$ cat src/rtl/pll_reset_seq.sv
// PLL bring-up sequencer: PLL reset pulse, lock wait with timeout/retry, lock-stability filter, staggered domain releases.
// Optional feature: define PLL_RESET_SEQ_LOCK_LOSS_CNT_EN to count lock losses seen in RUN (saturating at 255).
module pll_reset_seq #(
  parameter int NUM_DOMAINS         = 2,
  parameter int PLL_RST_CYCLES      = 16,
  parameter int LOCK_STABLE_CYCLES  = 256,
  parameter int LOCK_TIMEOUT_CYCLES = 65536,
  parameter int STAGGER_CYCLES      = 8,
  parameter int MAX_RETRIES         = 3
) (
  input  logic                               clk,
  input  logic                               rst_n,
  input  logic                               pll_lock,
  output logic                               pll_rst_n,
  output logic [NUM_DOMAINS-1:0]             sys_rst_n,
  output logic                               ready,
  output logic                               fault,
  output logic [$clog2(MAX_RETRIES+1)-1:0]   retry_cnt,
  output logic [7:0]                         lock_loss_cnt
);

  localparam int RW          = $clog2(MAX_RETRIES + 1);
  localparam int REL_CYCLES  = STAGGER_CYCLES * NUM_DOMAINS;
  localparam int TMAX_A      = (PLL_RST_CYCLES > LOCK_STABLE_CYCLES) ? PLL_RST_CYCLES : LOCK_STABLE_CYCLES;
  localparam int TMAX_B      = (LOCK_TIMEOUT_CYCLES > REL_CYCLES) ? LOCK_TIMEOUT_CYCLES : REL_CYCLES;
  localparam int TMAX        = (TMAX_A > TMAX_B) ? TMAX_A : TMAX_B;
  localparam int TW          = $clog2(TMAX + 1);

  localparam logic [TW-1:0] PLL_RST_LAST = TW'(PLL_RST_CYCLES - 1);
  localparam logic [TW-1:0] TIMEOUT_LAST = TW'(LOCK_TIMEOUT_CYCLES - 1);
  localparam logic [TW-1:0] STABLE_LAST  = TW'(LOCK_STABLE_CYCLES - 1);
  localparam logic [TW-1:0] RELEASE_LAST = TW'(REL_CYCLES - 1);
  localparam logic [RW-1:0] RETRY_MAX    = RW'(MAX_RETRIES);

  typedef enum logic [2:0] {
    PLL_RESET = 3'd0,
    WAIT_LOCK = 3'd1,
    STABLE    = 3'd2,
    RELEASE   = 3'd3,
    RUN       = 3'd4,
    FAULT     = 3'd5
  } state_t;

  state_t                 state_q, state_d;
  logic [TW-1:0]          timer_q, timer_d;
  logic [RW-1:0]          retry_q, retry_d;
  logic [1:0]             sync_q;
  logic                   lock_s;
  logic                   pll_rst_n_q, pll_rst_n_d;
  logic [NUM_DOMAINS-1:0] sys_rst_n_q, sys_rst_n_d;
  logic                   ready_q, ready_d;
  logic                   fault_q, fault_d;

  assign lock_s = sync_q[1];

  always_comb begin
    state_d = state_q;
    timer_d = timer_q;
    retry_d = retry_q;
    unique case (state_q)
      PLL_RESET: begin
        if (timer_q == PLL_RST_LAST) begin
          state_d = WAIT_LOCK;
          timer_d = '0;
        end else begin
          timer_d = timer_q + TW'(1);
        end
      end
      WAIT_LOCK: begin
        if (lock_s) begin
          state_d = STABLE;
          timer_d = '0;
        end else if (timer_q == TIMEOUT_LAST) begin
          timer_d = '0;
          if (retry_q == RETRY_MAX) begin
            state_d = FAULT;
          end else begin
            retry_d = retry_q + RW'(1);
            state_d = PLL_RESET;
          end
        end else begin
          timer_d = timer_q + TW'(1);
        end
      end
      STABLE: begin
        if (!lock_s) begin
          state_d = WAIT_LOCK;
          timer_d = '0;
        end else if (timer_q == STABLE_LAST) begin
          state_d = RELEASE;
          timer_d = '0;
        end else begin
          timer_d = timer_q + TW'(1);
        end
      end
      RELEASE: begin
        if (!lock_s) begin
          state_d = PLL_RESET;
          timer_d = '0;
        end else if (timer_q == RELEASE_LAST) begin
          state_d = RUN;
          timer_d = '0;
        end else begin
          timer_d = timer_q + TW'(1);
        end
      end
      RUN: begin
        if (!lock_s) begin
          state_d = PLL_RESET;
          timer_d = '0;
        end
      end
      FAULT: begin
        state_d = FAULT;
      end
      default: begin
        state_d = PLL_RESET;
        timer_d = '0;
      end
    endcase
    if (state_d == RUN) retry_d = '0;
  end

  // Outputs are decoded from the next state so they register together with it.
  always_comb begin
    pll_rst_n_d = (state_d inside {WAIT_LOCK, STABLE, RELEASE, RUN});
    ready_d     = (state_d == RUN);
    fault_d     = (state_d == FAULT);
    sys_rst_n_d = '0;
    if (state_d == RUN) begin
      sys_rst_n_d = '1;
    end else if (state_d == RELEASE) begin
      for (int i = 0; i < NUM_DOMAINS; i++) begin
        sys_rst_n_d[i] = (timer_d >= TW'(STAGGER_CYCLES * (i + 1)));
      end
    end
  end

  always_ff @(posedge clk or negedge rst_n) begin
    if (!rst_n) begin
      state_q     <= PLL_RESET;
      timer_q     <= '0;
      retry_q     <= '0;
      sync_q      <= '0;
      pll_rst_n_q <= 1'b0;
      sys_rst_n_q <= '0;
      ready_q     <= 1'b0;
      fault_q     <= 1'b0;
    end else begin
      state_q     <= state_d;
      timer_q     <= timer_d;
      retry_q     <= retry_d;
      sync_q      <= {sync_q[0], pll_lock};
      pll_rst_n_q <= pll_rst_n_d;
      sys_rst_n_q <= sys_rst_n_d;
      ready_q     <= ready_d;
      fault_q     <= fault_d;
    end
  end

`ifdef PLL_RESET_SEQ_LOCK_LOSS_CNT_EN
  logic [7:0] lock_loss_q, lock_loss_d;

  always_comb begin
    lock_loss_d = lock_loss_q;
    if ((state_q == RUN) && (state_d == PLL_RESET) && (lock_loss_q != 8'hFF)) begin
      lock_loss_d = lock_loss_q + 8'd1;
    end
  end

  always_ff @(posedge clk or negedge rst_n) begin
    if (!rst_n) begin
      lock_loss_q <= 8'h00;
    end else begin
      lock_loss_q <= lock_loss_d;
    end
  end

  assign lock_loss_cnt = lock_loss_q;
`else
  assign lock_loss_cnt = 8'h00;
`endif

  assign pll_rst_n = pll_rst_n_q;
  assign sys_rst_n = sys_rst_n_q;
  assign ready     = ready_q;
  assign fault     = fault_q;
  assign retry_cnt = retry_q;

endmodule

$ cat config.mk
export PLATFORM = sky130hd
export DESIGN_NAME = pll_reset_seq
export DESIGN_NICKNAME = d
export VERILOG_FILES = /design/src/rtl/pll_reset_seq.sv
export SDC_FILE = /design/constraint.sdc
export NUM_CORES = 1
export LEC_CHECK = 0
export CORE_MARGIN = 5
export CORE_UTILIZATION = 51
export DETAILED_ROUTE_END_ITERATION = 12
export GPL_TIMING_DRIVEN = 0
export HOLD_SLACK_MARGIN = 0.06
export PLACE_DENSITY = 0.75
export RECOVER_POWER = 25
export SYNTH_ARGS = -nofsm -noshare
export SYNTH_HDL_FRONTEND = slang
export SYNTH_SLANG_ARGS = --single-unit
$ cat constraint.sdc
create_clock -name clk -period 2.24 [get_ports clk]
set_input_delay 0.336 -clock clk [delete_from_list [all_inputs] [get_ports clk]]
set_output_delay 0.336 -clock clk [all_outputs]
set_load 0.01 [all_outputs]
==> impl_metrics.json, run 1 <==
{
  "dieArea_um2": 5120,
  "rsz0062_at_grt": "yes",
  "io-pin-count": 18,
  "critical_path_class": "reg2reg",
  "ys_warn_count": 0,
  "hp-start": "sync_q[0]$_DFF_PN0_",
  "synthToLayoutAreaGrowth_pct": 39.9,
  "instances_no_fill": 320,
  "path_max_fanout": 5,
  "status": "complete, but fails checks",
  "worst_slack_ps": -199,
  "cts-root-buf": "clkbuf_8",
  "rr_endpoint": "sys_rst_n[0]$_DFF_PN0_",
  "syn_area_um2": 1930,
  "hpwl_um": 3240,
  "slew_viol_final": 30,
  "dr_total_vias": 1982,
  "violations": "capacitance limit, slew limit, setup timing",
  "initial_core_util_pct": 52.7,
  "synth-edff-count": 0,
  "synth-seq-area-share_pct": 37.6,
  "period_share_pct": 109,
  "grt_usage_pct": 22.6,
  "syn_area_per_cell_um2": 8.94,
  "synth_flop_cell": "dfrtp_1",
  "max_slew_margin_pct": -3.53,
  "tightest_slew_ps": 1550,
  "ctsHoldBuffers": 0,
  "die_x_um": 71.5,
  "ff2ff_path_depth": 9,
  "critPathLaunchType": "register",
  "wl_per_cell_um": 17.5,
  "reg2reg_from": "timer_q[11]$_DFF_PN0_",
  "leakage_nw": 1.17,
  "fmax_ghz": 0.410,
  "yosysUniqueCellTypes": 52,
  "worst_ir_drop_vdd_uv": 557,
  "worst_ep_required_time_ps": 2390,
  "regToRegSetupSlack_ps": -200,
  "io_buffers": 9,
  "setup_tns_ps": -1780,
  "grt_pass1_wl_um": 8940,
  "ys_ff_latch": 29,
  "drt_iter0_drc": 304,
  "firstDrtPassIters": 6,
  "clock-sinks": 29,
  "cp.arrival_ps": 2580,
  "fin_nets": 278,
  "drtAntennaViolNets": 0,
  "slowest_delay_ps": 590,
  "hold_class": "reg2reg",
  "layout-drive-gt1-share_pct": 37.1,
  "fillerInstances": 254,
  "clk_pin_slew_ps": 60,
  "grt_max_degree": 30,
  "fp-row-count": 22,
  "cts_tree": "built",
  "cts_buffers": 5,
  "antenna_found_initial": 0,
  "viasPerCell": 6.19,
  "fin_hold_ws_ps": 354,
  "overflow": 0,
  "insertedDiodeCount": 0,
  "worstPathCellList": "or4_4 -> nor4_4 -> buf_4 -> o21ai_4 -> nor2_8 -> buf_8 -> nor3b_4 -> a21oi_2 -> a31oi_1",
  "end_kind": "register",
  "maxCapViolCount": 1,
  "hold_depth": 0,
  "drt_wl_total_um": 5610,
  "max-clock-path-buffers": 2,
  "powerDensity_nw_per_um2": 831,
  "htreeDepth": 2,
  "period_minus_slack_ps": 2440,
  "core-area_um2": 3660,
  "finalSetupViolations": 16,
  "drcViolationCount": 0,
  "cpMaxStageDelayCell": "or4_4",
  "die_h_um": 71.5,
  "worstHoldEndpoint": "sync_q[1]$_DFF_PN0_",
  "async_flop_share_pct": 100,
  "worst_skew_pair.late_latency_ps": 280,
  "first_global_vias": 1812,
  "syn_inst": 216,
  "dp.cells": 280,
  "gp_congestion": 0.907,
  "hold_violations": 0,
  "skew_ps": 6.64
}
-- flip-flops by register name, summed over array words and instances (netlist names) --
name and count:
timer_q 17, state_q 3, retry_cnt 2, sync_q 2, sys_rst_n 2, fault 1, pll_rst_n 1, ready 1
-- cell type report --
cell class	count	area, µm²	area share, %
timing repair buffer	42	372	13.8
clock inverter	1	5.00	0.185
buffer	19	143	5.28
sequential	29	729	27.0
multi-input combinational	168	1270	47.1
inverter	6	22.5	0.834
clock buffer	7	96.3	3.57
tap	48	60.1	2.22
-- worst max-delay path, delay by kind of cell, from the launching register on --
kind,cells,cell delay [ps]
compound gates,3,400
buf+inv,2,330
flops,1,420
simple gates,4,1140
-- power by group --
part | total [mW] | switching [mW] | internal (mW)
Sequential | 0.653 | 0.0684 | 0.585
Combinational | 1.11 | 0.575 | 0.537
Clock | 0.480 | 0.202 | 0.277
Total | 2.24 | 0.846 | 1.40
-- how the worst max path moves through the flow --
stage	start	endpoint	slack, ps	cells after the start
after floorplan	timer_q[5]$_DFF_PN0_	sys_rst_n[0]$_DFF_PN0_	3	9
after global placement	timer_q[0]$_DFF_PN0_	sys_rst_n[0]$_DFF_PN0_	-360	14
after detailed placement	timer_q[0]$_DFF_PN0_	sys_rst_n[0]$_DFF_PN0_	-390	14
after CTS	timer_q[16]$_DFF_PN0_	sys_rst_n[0]$_DFF_PN0_	-140	9
after global routing	timer_q[8]$_DFF_PN0_	timer_q[13]$_DFF_PN0_	-320	10
final	timer_q[11]$_DFF_PN0_	sys_rst_n[0]$_DFF_PN0_	-200	9
-- cell usage after synthesis (2+ instances only) --
cell type  instances  area, µm²
nand3_1           10       50.1
nand2_1           12       45.0
buf_2              4       20.0
o31ai_1            9       67.6
buf_4              9       67.6
nor4_1             2       12.5
and3_1             3       18.8
a32o_1             2       20.0
clkbuf_1           5       18.8
o22ai_1            2       12.5
o21ai_1            4       20.0
nor4_4             2       42.5
buf_6              2       22.5
dfrtp_1           29        726
nand2b_1           3       18.8
or4_1              3       22.5
nand4_1            6       37.5
a211oi_1           2       15.0
nor3_1             6       30.0
o21ai_0           14       70.1
o41ai_1            4       35.0
inv_1              6       22.5
and4_1             2       17.5
nor2b_1            7       43.8
a31oi_1            2       12.5
nor2_1            24       90.1
ha_1               4       50.1
and3_2             2       15.0
a21oi_1           13       65.1
-- cell usage in the layout (no fill, tap or decap), types with 3 or more instances in the layout --
master,count
a21oi_1,9
a21oi_2,4
buf_4,38
buf_6,5
clkbuf_1,5
clkbuf_8,8
clkdlybuf4s50_1,7
conb_1,8
dfrtp_1,26
dfrtp_2,3
inv_1,5
nand2_1,12
nand3_1,8
nand4_1,6
nor2_1,17
nor2_4,5
nor2b_1,7
nor3_1,5
o21ai_0,6
o21ai_1,12
o31ai_1,9
or4_4,3
-- timing repair --
item,4_1_cts,5_1_grt
setup buffers,24,9
setup endpoints to repair,18,19
pin swaps,15,10
resized for setup,24,24
cloned,1,0
-- per-layer routing --
metal  routed length [µm]  vias to the layer above  track usage [%]
met3                  452                       23             6.31
met1                 2380                      949             30.4
met2                 2590                      108             34.3
li1                     -                      902                -
met4                  180                        0             8.98
met5                    0                        -                0
-- per-stage QoR --
stage	instance area, µm²	utilization, %	total power [mW]	setup slack [ps]
after global routing	2700	73.8	2.36	-319
after CTS	2600	71.1	2.14	-141
after detailed placement	2170	59.2	1.31	-394
after floorplan	2020	-	1.14	2.82
after global placement	2170	59.2	1.29	-363
final	2700	73.8	2.24	-199
-- logic make-up after synthesis --
logic type	Yosys count	share of synthesized area, %
adders and majority gates	4	2.59
DFF	29	37.6
muxes	1	0.518
AOI/OAI and AO/OA	61	22.3
other	1	0.194
and+or+nand+nor	92	28.1
xor gates and xnor gates	2	0.907
buffers and inverters	26	7.84
No activity file was read; power rests on OpenSTA's default activity.
==> run 2: changes to the inputs <==
--- a/config.mk
+++ b/config.mk
@@ -7,11 +7,12 @@
 export LEC_CHECK = 0
 export CORE_MARGIN = 5
 export CORE_UTILIZATION = 51
+export CTS_CLUSTER_DIAMETER = 30
 export DETAILED_ROUTE_END_ITERATION = 12
 export GPL_TIMING_DRIVEN = 0
 export HOLD_SLACK_MARGIN = 0.06
 export PLACE_DENSITY = 0.75
-export RECOVER_POWER = 25
+export RECOVER_POWER = 100
 export SYNTH_ARGS = -nofsm -noshare
 export SYNTH_HDL_FRONTEND = slang
 export SYNTH_SLANG_ARGS = --single-unit
==> run 2 against run 1 <==
  * The flow still finishes with violations (capacitance limit, slew limit, setup timing)
  * Wire length increased by 0.75%
  * Sequential cell count unchanged
  * Design area stayed put
  * Clock skew is 1.1 ps higher
  * Worst hold slack lost 0.55 ps
  * Non-clock buffer count unchanged
  * Combinational power barely moved
  * Sequential power about the same
  * Clock power about the same
  * Critical endpoint unchanged
==> impl_metrics.json, run 2 (synthesis gave the netlist of run 1 again) <==
{
  "status": "complete, but fails checks",
  "violations": "capacitance limit, slew limit, setup timing",
  "first_global_vias": 1812,
  "drt_wl_total_um": 5650,
  "cp.arrival_ps": 2590,
  "worst_ep_required_time_ps": 2380,
  "hold_class": "reg2reg",
  "drt_iter0_drc": 304,
  "cp_num_buf_inv": 2,
  "ctsHoldBuffers": 0,
  "rsz0062_at_grt": "yes",
  "ff2ff_path_depth": 9,
  "rr_endpoint": "sys_rst_n[0]$_DFF_PN0_",
  "initial_core_util_pct": 52.7,
  "multi_input_area_um2": 1270,
  "finalSetupViolations": 17,
  "slew_viol_final": 30,
  "path_max_fanout": 5,
  "dieArea_um2": 5120,
  "slowest_delay_ps": 590,
  "powerDensity_nw_per_um2": 832,
  "leakage_nw": 1.19,
  "max_flop_register": "timer_q",
  "cpMaxStageDelayCell": "or4_4",
  "critPathLaunchType": "register",
  "insertedDiodeCount": 0,
  "grt_usage_pct": 22.6,
  "worst_skew_pair.late_latency_ps": 280,
  "htreeDepth": 2,
  "worst_ir_drop_vdd_uv": 554,
  "antenna_found_initial": 0,
  "layout_common_cells": "buf_4, dfrtp_1, nor2_1",
  "core-area_um2": 3660,
  "drtAntennaViolNets": 0,
  "fin_nets": 278,
  "worst_slack_ps": -204,
  "critical_path_class": "reg2reg",
  "period_share_pct": 109,
  "hpwl_um": 3240,
  "hold_depth": 0,
  "fillerInstances": 254,
  "tightest_slew_ps": 1550,
  "maxCapViolCount": 1,
  "dp_worst_setup_slack_ps": -394,
  "regToRegSetupSlack_ps": -200,
  "mostFrequentLayoutCell": "buf_4",
  "end_kind": "register",
  "wl_per_cell_um": 17.7,
  "period_minus_slack_ps": 2440,
  "dr_total_vias": 2015,
  "cts_tree": "built",
  "hold_violations": 0,
  "fp-row-count": 22,
  "worstHoldEndpoint": "sync_q[1]$_DFF_PN0_",
  "max-clock-path-buffers": 2,
  "die_h_um": 71.5,
  "drcViolationCount": 0,
  "critPathTopFamily": "simple AND/OR/NAND/NOR gates",
  "firstDrtPassIters": 5,
  "worstPathCellList": "or4_4 -> nor4_4 -> buf_4 -> o21ai_4 -> nor2_8 -> buf_8 -> nor3b_4 -> a21oi_2 -> a31oi_1",
  "synthToLayoutAreaGrowth_pct": 39.9,
  "cts_buffers": 5,
  "regArea_um2": 729,
  "gp_congestion": 0.907,
  "die_x_um": 71.5,
  "clk_pin_slew_ps": 60,
  "grt_max_degree": 30,
  "clock-sinks": 29,
  "overflow": 0,
  "cts-root-buf": "clkbuf_8",
  "layout-drive-gt1-share_pct": 37.1,
  "reg_top3": "timer_q: 17 flops, state_q: 3 flops",
  "fmax_ghz": 0.409,
  "max_slew_margin_pct": -3.26,
  "grt_pass1_wl_um": 8940,
  "postLayoutCellArea_um2": 2700,
  "hp-start": "sync_q[0]$_DFF_PN0_",
  "largest_register_ff_count": 17,
  "io-pin-count": 18,
  "skew_ps": 7.69,
  "viasPerCell": 6.30,
  "reg2reg_from": "timer_q[11]$_DFF_PN0_",
  "io_buffers": 9,
  "final_core_util_pct": 73.8,
  "place_area_um2": 2170
}
-- run 2: changes by cell type in the layout (fill, tap and decap cells not counted), sizes merged --
| cell | delta |
|---|---|
| clkdlybuf4s50 | -7 |
| dlygate4sd3 | +7 |
-- run 2: metal layers --
metal / vias up / wire length [µm] / track usage [%]
met5: - / 0 / 0
met1: 968 / 2380 / 30.4
met3: 27 / 457 / 6.31
met2: 117 / 2640 / 34.3
met4: 0 / 173 / 8.98
li1: 903 / - / -
-- run 2: final cells by class --
type | instances | area share [%]
tap | 48 | 2.22
clock inverter | 1 | 0.185
inverter | 6 | 0.834
timing repair buffer | 42 | 13.8
sequential | 29 | 27.0
buffer | 19 | 5.28
clock buffer | 7 | 3.57
multi-input combinational | 168 | 47.1
-- run 2: where the power goes --
part | total [mW] | switching, mW | internal (mW)
clock | 0.479 | 0.202 | 0.277
combinational | 1.11 | 0.580 | 0.534
sequential | 0.653 | 0.0688 | 0.585
total | 2.25 | 0.851 | 1.40
-- run 2: worst max-delay path by stage --
stage | start | endpoint | slack (ps) | cells past startpoint
6_report | timer_q[11]$_DFF_PN0_ | sys_rst_n[0]$_DFF_PN0_ | -200 | 9
5_1_grt | timer_q[8]$_DFF_PN0_ | timer_q[13]$_DFF_PN0_ | -320 | 10
4_1_cts | timer_q[16]$_DFF_PN0_ | sys_rst_n[0]$_DFF_PN0_ | -140 | 9
3_5_place_dp | timer_q[0]$_DFF_PN0_ | sys_rst_n[0]$_DFF_PN0_ | -390 | 14
3_3_place_gp | timer_q[0]$_DFF_PN0_ | sys_rst_n[0]$_DFF_PN0_ | -360 | 14
2_1_floorplan | timer_q[5]$_DFF_PN0_ | sys_rst_n[0]$_DFF_PN0_ | 3 | 9
-- run 2: through the flow --
| stage | TNS (ps) | hold slack (ps) | power (mW) | instances |
|---|---|---|---|---|
| 6_report | -1830 | 353 | 2.25 | 320 |
| 4_1_cts | -978 | 356 | 2.14 | 313 |
| 2_1_floorplan | 0 | 40.4 | 1.14 | 223 |
| 5_1_grt | -3450 | 368 | 2.36 | 320 |
| 3_5_place_dp | -4850 | 342 | 1.31 | 280 |
| 3_3_place_gp | -4320 | 333 | 1.29 | 280 |
-- run 2: what timing repair did --
item | CTS | global route
gates resized for setup | 24 | 24
pin swaps | 15 | 10
endpoints found under the setup margin | 18 | 19
cloned | 1 | 0
setup buffers | 24 | 9
==> run 3: changes to the inputs <==
--- a/config.mk
+++ b/config.mk
@@ -9,7 +9,6 @@
 export CORE_UTILIZATION = 51
 export CTS_CLUSTER_DIAMETER = 30
 export DETAILED_ROUTE_END_ITERATION = 12
-export GPL_TIMING_DRIVEN = 0
 export HOLD_SLACK_MARGIN = 0.06
 export PLACE_DENSITY = 0.75
 export RECOVER_POWER = 100
==> run 3 against run 2 <==
  * Maximum frequency rose by 2.8%
  * Final cell count grew 2.5%
  * The flow still finishes with violations (capacitance limit, slew limit, setup timing)
  * Combinational power about the same
  * Total power rose by 4.6%
  * Clock skew shrank 2.0 ps
  * Worst hold slack better by 2.3 ps
  * Global-route usage increased by 1.5 points
  * Critical endpoint is now timer_q[12]$_DFF_PN0_
  * Clock-buffer cell count is 1 lower
==> impl_metrics.json, run 3 (synthesis gave the netlist of run 1 again) <==
{
  "worst_ep_required_time_ps": 2400,
  "fp-row-count": 22,
  "core-area_um2": 3660,
  "drt_iter0_drc": 259,
  "reg_top3": "timer_q: 17 flops, state_q: 3 flops",
  "swShare_pct": 35.9,
  "path_max_fanout": 7,
  "synthToLayoutAreaGrowth_pct": 44.8,
  "worst_skew_pair.late_latency_ps": 290,
  "cp.arrival_ps": 2530,
  "tightest_slew_ps": 1560,
  "maxCapViolCount": 1,
  "layout-drive-gt1-share_pct": 41.8,
  "max-clock-path-buffers": 2,
  "grt_usage_pct": 24.0,
  "cts_buffers": 5,
  "layout_common_cells": "buf_4, dfrtp_1, nor2_1",
  "die_h_um": 71.5,
  "end_kind": "register",
  "viasPerCell": 6.30,
  "pwr-share-clk_pct": 24.6,
  "mostFrequentLayoutCell": "buf_4",
  "insertedDiodeCount": 0,
  "fmax_ghz": 0.420,
  "hold_violations": 0,
  "power.internal_mw": 1.51,
  "skew_ps": 5.73,
  "critPathLaunchType": "register",
  "worst_slack_ps": -138,
  "io-pin-count": 18,
  "finalSetupViolations": 12,
  "dieArea_um2": 5120,
  "status": "complete, but fails checks",
  "rsz0062_at_grt": "yes",
  "dr_total_vias": 2065,
  "max_slew_margin_pct": -4.09,
  "drtAntennaViolNets": 0,
  "firstDrtPassIters": 6,
  "period_share_pct": 106,
  "wl_per_cell_um": 19.4,
  "worst_ir_drop_vdd_uv": 537,
  "clk_pin_slew_ps": 70,
  "hold_class": "reg2reg",
  "slew_viol_final": 30,
  "fin_nets": 286,
  "max_flop_register": "timer_q",
  "first_global_vias": 1863,
  "antenna_found_initial": 0,
  "switching_power_mw": 0.844,
  "gp_congestion": 0.896,
  "htreeDepth": 2,
  "grt_pass1_wl_um": 9490,
  "hpwl_um": 3820,
  "drt_wl_total_um": 6360,
  "postLayoutCellArea_um2": 2800,
  "die_x_um": 71.5,
  "overflow": 0,
  "violations": "capacitance limit, slew limit, setup timing",
  "io_buffers": 9,
  "pwr-share-seq_pct": 27.1,
  "largest_register_ff_count": 17,
  "drcViolationCount": 0,
  "initial_core_util_pct": 52.7,
  "p_comb_share_pct": 48.3,
  "clock-sinks": 29,
  "critical_path_class": "reg2reg",
  "cts_tree": "built",
  "period_minus_slack_ps": 2380,
  "leakage_nw": 1.27,
  "place_area_um2": 2410,
  "powerDensity_nw_per_um2": 840,
  "cts-root-buf": "clkbuf_8",
  "grt_max_degree": 30,
  "setup_tns_ps": -846,
  "ctsHoldBuffers": 0
}
==> run 3: changes by cell type in the layout (fill, tap and decap cells not counted), sizes merged <==
cell,previous run,this run
clkinv,1,0
clkinvlp,0,1
clkdlybuf4s50,0,1
buf,47,59
bufinv,0,1
clkbuf,13,7
==> run 3: final cells by class <==
class	instances	area [µm²]
Tap cell	48	60.1
Inverter	6	22.5
Clock inverter	2	37.5
Clock buffer	6	82.6
Fill cell	229	865
Sequential cell	29	727
Multi-Input combinational cell	168	1280
Timing Repair Buffer	69	589
==> run 3: final timing paths <==
| path | endpoint | cells past startpoint | slack, ps | start |
|---|---|---|---|---|
| worst max-delay path | timer_q[12]$_DFF_PN0_ | 9 | -140 | timer_q[14]$_DFF_PN0_ |
| worst min-delay path | sync_q[1]$_DFF_PN0_ | 0 | 360 | sync_q[0]$_DFF_PN0_ |
| worst max register to register | timer_q[12]$_DFF_PN0_ | 9 | -140 | timer_q[14]$_DFF_PN0_ |
| worst min register to register | sync_q[1]$_DFF_PN0_ | 0 | 360 | sync_q[0]$_DFF_PN0_ |
| max in group asynchronous | timer_q[10]$_DFF_PN0_ | 2 | 320 | rst_n |
| min in group asynchronous | timer_q[0]$_DFF_PN0_ | 2 | 890 | rst_n |
==> run 3: per-stage QoR <==
step / hold WS (ps) / std cells / utilization, % / setup slack [ps] / power [mW]
6_report: 355 / 328 / 76.4 / -138 / 2.35
3_5_place_dp: 342 / 308 / 65.8 / -206 / 1.43
3_3_place_gp: 333 / 308 / 65.8 / -151 / 1.41
4_1_cts: 357 / 323 / 72.6 / -72.9 / 2.22
2_1_floorplan: 40.4 / 223 / - / 2.82 / 1.14
5_1_grt: 370 / 328 / 76.4 / -252 / 2.49
==> run 3: layer usage <==
| layer | share of wire, % | global-route usage [%] |
|---|---|---|
| met2 | 47 | 36.2 |
| met5 | 0 | 0 |
| met1 | 41 | 33.6 |
| met3 | 7.8 | 4.77 |
| met4 | 4.1 | 10.2 |
==> run 3: what timing repair did <==
| item | in CTS | in global routing |
|---|---|---|
| setup buffers | 6 | 6 |
| cloned | 1 | 0 |
| pin swaps | 6 | 11 |
| resized for setup | 19 | 27 |
| setup endpoints to repair | 15 | 20 |
==> run 3: worst max-delay path, stage by stage, from the launching register on <==
cell     delay, ps
dfrtp_1        400
or4_4          600
nor4_4         300
buf_4          170
o21ai_4         80
nor2_8         180
buf_12         140
a21oi_1         60
o21ai_1        200
o31ai_2        120
==> run 3: power by group through the flow <==
stage	logic, mW	registers, mW	clock network [mW]
6_report	1.14	0.636	0.578
5_1_grt	1.22	0.646	0.625
4_1_cts	0.998	0.634	0.584
3_5_place_dp	0.791	0.640	0
3_3_place_gp	0.773	0.638	0
2_1_floorplan	0.497	0.646	0
